[config.mk]
export PLATFORM = sky130hd
export DESIGN_NAME = mpadd_serial
export DESIGN_NICKNAME = d
export VERILOG_FILES = /design/src/rtl/mpadd_pkg.sv /design/src/rtl/mpadd_limb.sv /design/src/rtl/mpadd_serial.sv
export SDC_FILE = /design/constraint.sdc
export NUM_CORES = 2
export LEC_CHECK = 0
export CAP_MARGIN = 30
export CORE_AREA = 5 5 296 298
export CTS_CLUSTER_DIAMETER = 60
export DETAILED_ROUTE_END_ITERATION = 16
export DIE_AREA = 0 0 301 303
export GPL_TIMING_DRIVEN = 0
export PLACE_DENSITY_LB_ADDON = 0.25
export RECOVER_POWER = 25
export SLEW_MARGIN = 20
export SYNTH_ARGS = -nofsm -noshare
export SYNTH_HDL_FRONTEND = slang
export SYNTH_SLANG_ARGS = --single-unit
[constraint.sdc]
create_clock -name sys_clk -period 15.8 [get_ports sys_clk]
set_clock_uncertainty 0.05 [all_clocks]
set_input_delay 3.95 -clock sys_clk [delete_from_list [all_inputs] [get_ports sys_clk]]
set_output_delay 3.95 -clock sys_clk [all_outputs]
set_load 0.005 [all_outputs]
[src/rtl/mpadd_pkg.sv]
// Shared defaults, limb-count derivation and FSM encoding for the
// limb-serial multi-precision adder.
package mpadd_pkg;

  localparam int OP_W_DEF   = 256;
  localparam int LIMB_W_DEF = 32;

  function automatic int num_limbs(input int op_w, input int limb_w);
    return op_w / limb_w;
  endfunction

  localparam int NUM_LIMBS_DEF = num_limbs(OP_W_DEF, LIMB_W_DEF);

  typedef enum logic {
    IDLE = 1'b0,
    BUSY = 1'b1
  } state_t;

endpackage

[src/rtl/mpadd_limb.sv]
// Combinational single-limb adder with carry in and carry out.
module mpadd_limb
  import mpadd_pkg::*;
#(
  parameter int LIMB_W = LIMB_W_DEF
) (
  input  logic [LIMB_W-1:0] x,
  input  logic [LIMB_W-1:0] y,
  input  logic              cin,
  output logic [LIMB_W-1:0] sum,
  output logic              cout
);

  assign {cout, sum} = {1'b0, x} + {1'b0, y} + {{LIMB_W{1'b0}}, cin};

endmodule

[src/rtl/mpadd_serial.sv]
// Limb-serial OP_W-bit adder: operands loaded via write/en_a/en_b, a start
// pulse runs NUM_LIMBS carry-chained limb additions, result held on s_out.
module mpadd_serial
  import mpadd_pkg::*;
#(
  parameter int OP_W   = OP_W_DEF,
  parameter int LIMB_W = LIMB_W_DEF
) (
  input  logic            sys_clk,
  input  logic            sys_rst,
  input  logic            en_a,
  input  logic            en_b,
  input  logic            write,
  input  logic            start,
  input  logic [OP_W-1:0] a,
  input  logic [OP_W-1:0] b,
  output logic [OP_W:0]   s_out,
  output logic            ready,
  output logic            done
);

  localparam int NUM_LIMBS = num_limbs(OP_W, LIMB_W);
  localparam int IDX_W     = (NUM_LIMBS > 1) ? $clog2(NUM_LIMBS) : 1;
  localparam logic [IDX_W-1:0] LAST_IDX = IDX_W'(NUM_LIMBS - 1);

  state_t              state;
  logic [OP_W-1:0]     op_a;
  logic [OP_W-1:0]     op_b;
  logic [OP_W-1:0]     psum;
  logic [OP_W-1:0]     psum_next;
  logic [IDX_W-1:0]    idx;
  logic                carry;
  logic [LIMB_W-1:0]   limb_sum;
  logic                limb_cout;

  mpadd_limb #(.LIMB_W(LIMB_W)) u_limb (
    .x    (op_a[idx*LIMB_W +: LIMB_W]),
    .y    (op_b[idx*LIMB_W +: LIMB_W]),
    .cin  (carry),
    .sum  (limb_sum),
    .cout (limb_cout)
  );

  // Partial sum with the current limb merged in, so the final commit can
  // take the last limb in the same edge that stores it.
  always_comb begin
    psum_next = psum;
    psum_next[idx*LIMB_W +: LIMB_W] = limb_sum;
  end

  always_ff @(posedge sys_clk) begin
    if (sys_rst) begin
      state <= IDLE;
      ready <= 1'b1;
      done  <= 1'b0;
      s_out <= '0;
      op_a  <= '0;
      op_b  <= '0;
      psum  <= '0;
      carry <= 1'b0;
      idx   <= '0;
    end else begin
      done <= 1'b0;
      case (state)
        IDLE: begin
          if (write && en_a) op_a <= a;
          if (write && en_b) op_b <= b;
          if (start) begin
            state <= BUSY;
            ready <= 1'b0;
            idx   <= '0;
            carry <= 1'b0;
          end
        end
        BUSY: begin
          psum  <= psum_next;
          carry <= limb_cout;
          idx   <= idx + 1'b1;
          if (idx == LAST_IDX) begin
            s_out <= {limb_cout, psum_next};
            ready <= 1'b1;
            done  <= 1'b1;
            idx   <= '0;
            state <= IDLE;
          end
        end
        default: state <= IDLE;
      endcase
    end
  end

endmodule

==> flow_summary.ini <==
[clock_network]
ctsHoldBuffers = 0
clock_transition_at_the_registers_of_the_reported_paths_ns = 0.06
post_cts.repair.setup_buffers = 0
cts.root.buffer_cell = clkbuf_16
cts_repair_resize_count = 0
clock_sink_count = 1032
clock_tree.htree_level_count = 3
tritoncts.num_buffers = 104
max-clock-path-buffers = 3
tritoncts_clock_tree = built
worstSkewPairLatency_ns = 0.69

[yosys]
synthesis.nets = 5737
synth_edf_count = 0
post_synth_num_cell_types = 67
netlist_area_um2 = 42300
most_common_flop_cell_mapped_by_yosys = dfxtp_1
asyncSetResetFlopFracSynth = 0
yosys_register_bits = 1032
post_syn_area_per_cell_um2 = 8.17
ys_warn_count = 0
synth_seq_area_share = 0.488
synthCells = 5182

[place]
globalplace.congestion = 1.02
preCtsSetupSlack_ns = 8.14
numPortBuffers = 775
placedInstanceArea_um2 = 51700
dp.final_hpwl_mm = 148

[cells_and_area]
commonest_non_fill_non_tap_cells_in_the_layout = nand2_1 (1,737), dfxtp_1 (1,032), a21oi_1 (817)
fin_util = 0.654
fin_nets = 6639
final_std_cell_area_no_fill_um2 = 55400
mostFrequentLayoutCell = nand2_1
flow.area_growth_from_synthesis_pct = 30.8
final_layout_size_suffix_gt1_frac = 0.0595

[floorplan]
initial_core_utilization = 0.500
die_width_um = 301
design.core.area_um2 = 84600
die-area_um2 = 91200
pin_count = 777
fp.dieH_um = 303
fp-row-count = 107

[detailed_routing]
avgViaCountPerCell = 5.90
post_drt_wl_per_cell_um = 25.7
detailroute.via_count = 43256
detail_route.wirelength_mm = 188
drt_first_iter_violations = 5531
final_antenna_net_count = 0
dr.pass1.iters = 8
drc_errors = 0

[setup_path]
worst-endpoint-required_ns = 16.32
most_common_cell_type_on_the_critical_path = clkbuf_1
worst-endpoint-arrival_ns = 8.73
internal_reg_to_reg_setup_slack_ns = 7.59
worstPathMaxFanout = 10
worst_setup_path_end_kind = flip-flop
worstPathCellList = clkbuf_1 -> clkbuf_1 -> clkbuf_1 -> clkbuf_1 -> mux4_2 -> nand2_1 -> nand2_1 -> fa_1 -> fa_1 -> a21o_1 -> a21oi_1 -> o21ai_0 -> a211oi_1 -> o22a_1 -> nand2_1 -> xnor2_2 -> o21ai_0 -> a22o_1
max_stage_delay_ns = 0.84
start_kind = flip-flop
r2r_start = idx[0]$_SDFFE_PP0P_
r2r.worst_path.cells = 18
critical_path.startpoint = idx[0]$_SDFFE_PP0P_
slowest_stage = clkbuf_1
r2r_end = s_out[154]$_SDFFE_PP0P_
critical_path_start_end_classification = reg -> reg
critical_path.endpoint = s_out[154]$_SDFFE_PP0P_

[sta]
timing_worst_slew_pin_value_ns = 1.10
rsz_0062_raised_after_global_routing = no
min_period_over_period = 0.520
final-hold-violation-count = 0
finalSetupViolCount = 0
setup_slack_ns = 7.59
setup-tns-final_ns = 0
final_max_slew_viol_count = 0
finalWorstPathRequiredPeriod_ns = 8.21
finalHoldWorstSlack_ns = 0.396
max_clk_rate_mhz = 122
slew-limit-headroom = 0.264

[grt]
grt_pass1_vias = 41309
total_global_route_track_usage = 0.394
global_route_wire_length_before_repair_mm = 266
pin_count_of_the_biggest_net_entering_global_routing = 15
initial_antenna_violation_count = 16
grt_overflow = 0

[power_and_ir_drop]
leakagePower_nw = 19.9
power-per-cell-area_nw_per_um2 = 106
peakVddDrop_mv = 0.103

[run]
max-cap-violations = 0

[worst_hold_path]
worst_hold_path_type = reg -> reg

[run_status]
run_status = completed
-- final cells by class --
| class | instances | area, um^2 |
|---|---|---|
| Timing Repair Buffer | 796 | 7960 |
| Tap cell | 1144 | 1430 |
| Inverter | 14 | 52.6 |
| Fill cell | 7423 | 29200 |
| Multi-Input combinational cell | 3727 | 20100 |
| Sequential cell | 1032 | 20700 |
| Clock inverter | 46 | 503 |
| Clock buffer | 146 | 3010 |
| Buffer | 409 | 1560 |
| Antenna cell | 16 | 40.0 |
-- cell usage after synthesis, types with 20 or more instances --
library cell	instances	area share
a21o_1	20	0.0035
a21oi_1	816	0.096
a22o_1	50	0.010
a22oi_1	49	0.0087
a32oi_1	38	0.0079
clkbuf_1	380	0.034
dfxtp_1	1032	0.49
ha_1	35	0.010
mux2i_1	52	0.012
mux4_2	128	0.068
nand2_1	1737	0.15
nand3_1	35	0.0041
nand3b_1	33	0.0059
nor2_1	231	0.020
nor3_1	29	0.0034
o21ai_0	269	0.032
o21ai_1	22	0.0026
-- state kept, by name, indices dropped and copies added, names as in the netlist --
name   flops
carry      1
done       1
idx        3
op_a     256
op_b     256
psum     256
ready      1
s_out    257
state      1
-- worst min-delay path by stage --
stage,from,to,slack (ns),cells after the start
finish,s_out[66]$_SDFFE_PP0P_,s_out[66]$_SDFFE_PP0P_,0.40,2
global route,op_a[33]$_SDFFE_PP0P_,op_a[33]$_SDFFE_PP0P_,0.41,2
CTS,op_a[223]$_SDFFE_PP0P_,op_a[223]$_SDFFE_PP0P_,0.40,2
detailed placement,s_out[57]$_SDFFE_PP0P_,s_out[57]$_SDFFE_PP0P_,0.39,2
global placement,s_out[56]$_SDFFE_PP0P_,s_out[56]$_SDFFE_PP0P_,0.39,2
floorplan,psum[84]$_SDFFE_PP0P_,psum[84]$_SDFFE_PP0P_,0.38,2
-- metrics by stage --
step | total power (W) | cells
final | 0.00587 | 7330
after global routing | 0.00600 | 7325
after CTS | 0.00584 | 7303
after detailed placement | 0.00336 | 7111
after global placement | 0.00335 | 7101
after floorplan | 0.00302 | 5182
-- report_power, final --
part,switching (W),leakage [nW],internal (W)
Combinational,0.000392,9.75,0.000243
Clock,0.00108,1.75,0.00146
Sequential,0.0000335,8.36,0.00266
Total,0.00150,19.9,0.00437
-- worst max-delay path: cells and delay by family (launching register included) --
family          cells  cell delay (ns)
xor+xnor            1             0.65
compound gates      7             2.49
buf+inv             4             2.54
mux                 1             0.64
simple gates        3             0.36
flops               1             0.41
fa+ha+maj           2             0.92
-- layer usage --
| layer | up-vias | global-route usage | share of wire |
|---|---|---|---|
| met1 | 20334 | 0.455 | 0.34 |
| met5 | - | 0 | 0.000069 |
| met3 | 695 | 0.0824 | 0.10 |
| met4 | 2 | 0.298 | 0.093 |
| met2 | 2844 | 0.645 | 0.46 |
| li1 | 19381 | - | - |
-- cell families (layout without fill, tap and decap cells) --
group | count (synthesis) | count (layout) | synth area share
buffers and inverters | 423 | 1411 | 0.0382
other | 0 | 16 | 0
muxes | 180 | 180 | 0.0804
DFF | 1032 | 1032 | 0.488
xor gates and xnor gates | 29 | 29 | 0.00653
adders and majority gates | 37 | 37 | 0.0113
and+or+nand+nor | 2142 | 2142 | 0.200
AOI/OAI and AO/OA | 1339 | 1339 | 0.176
(Power assumes the default switching activity.)
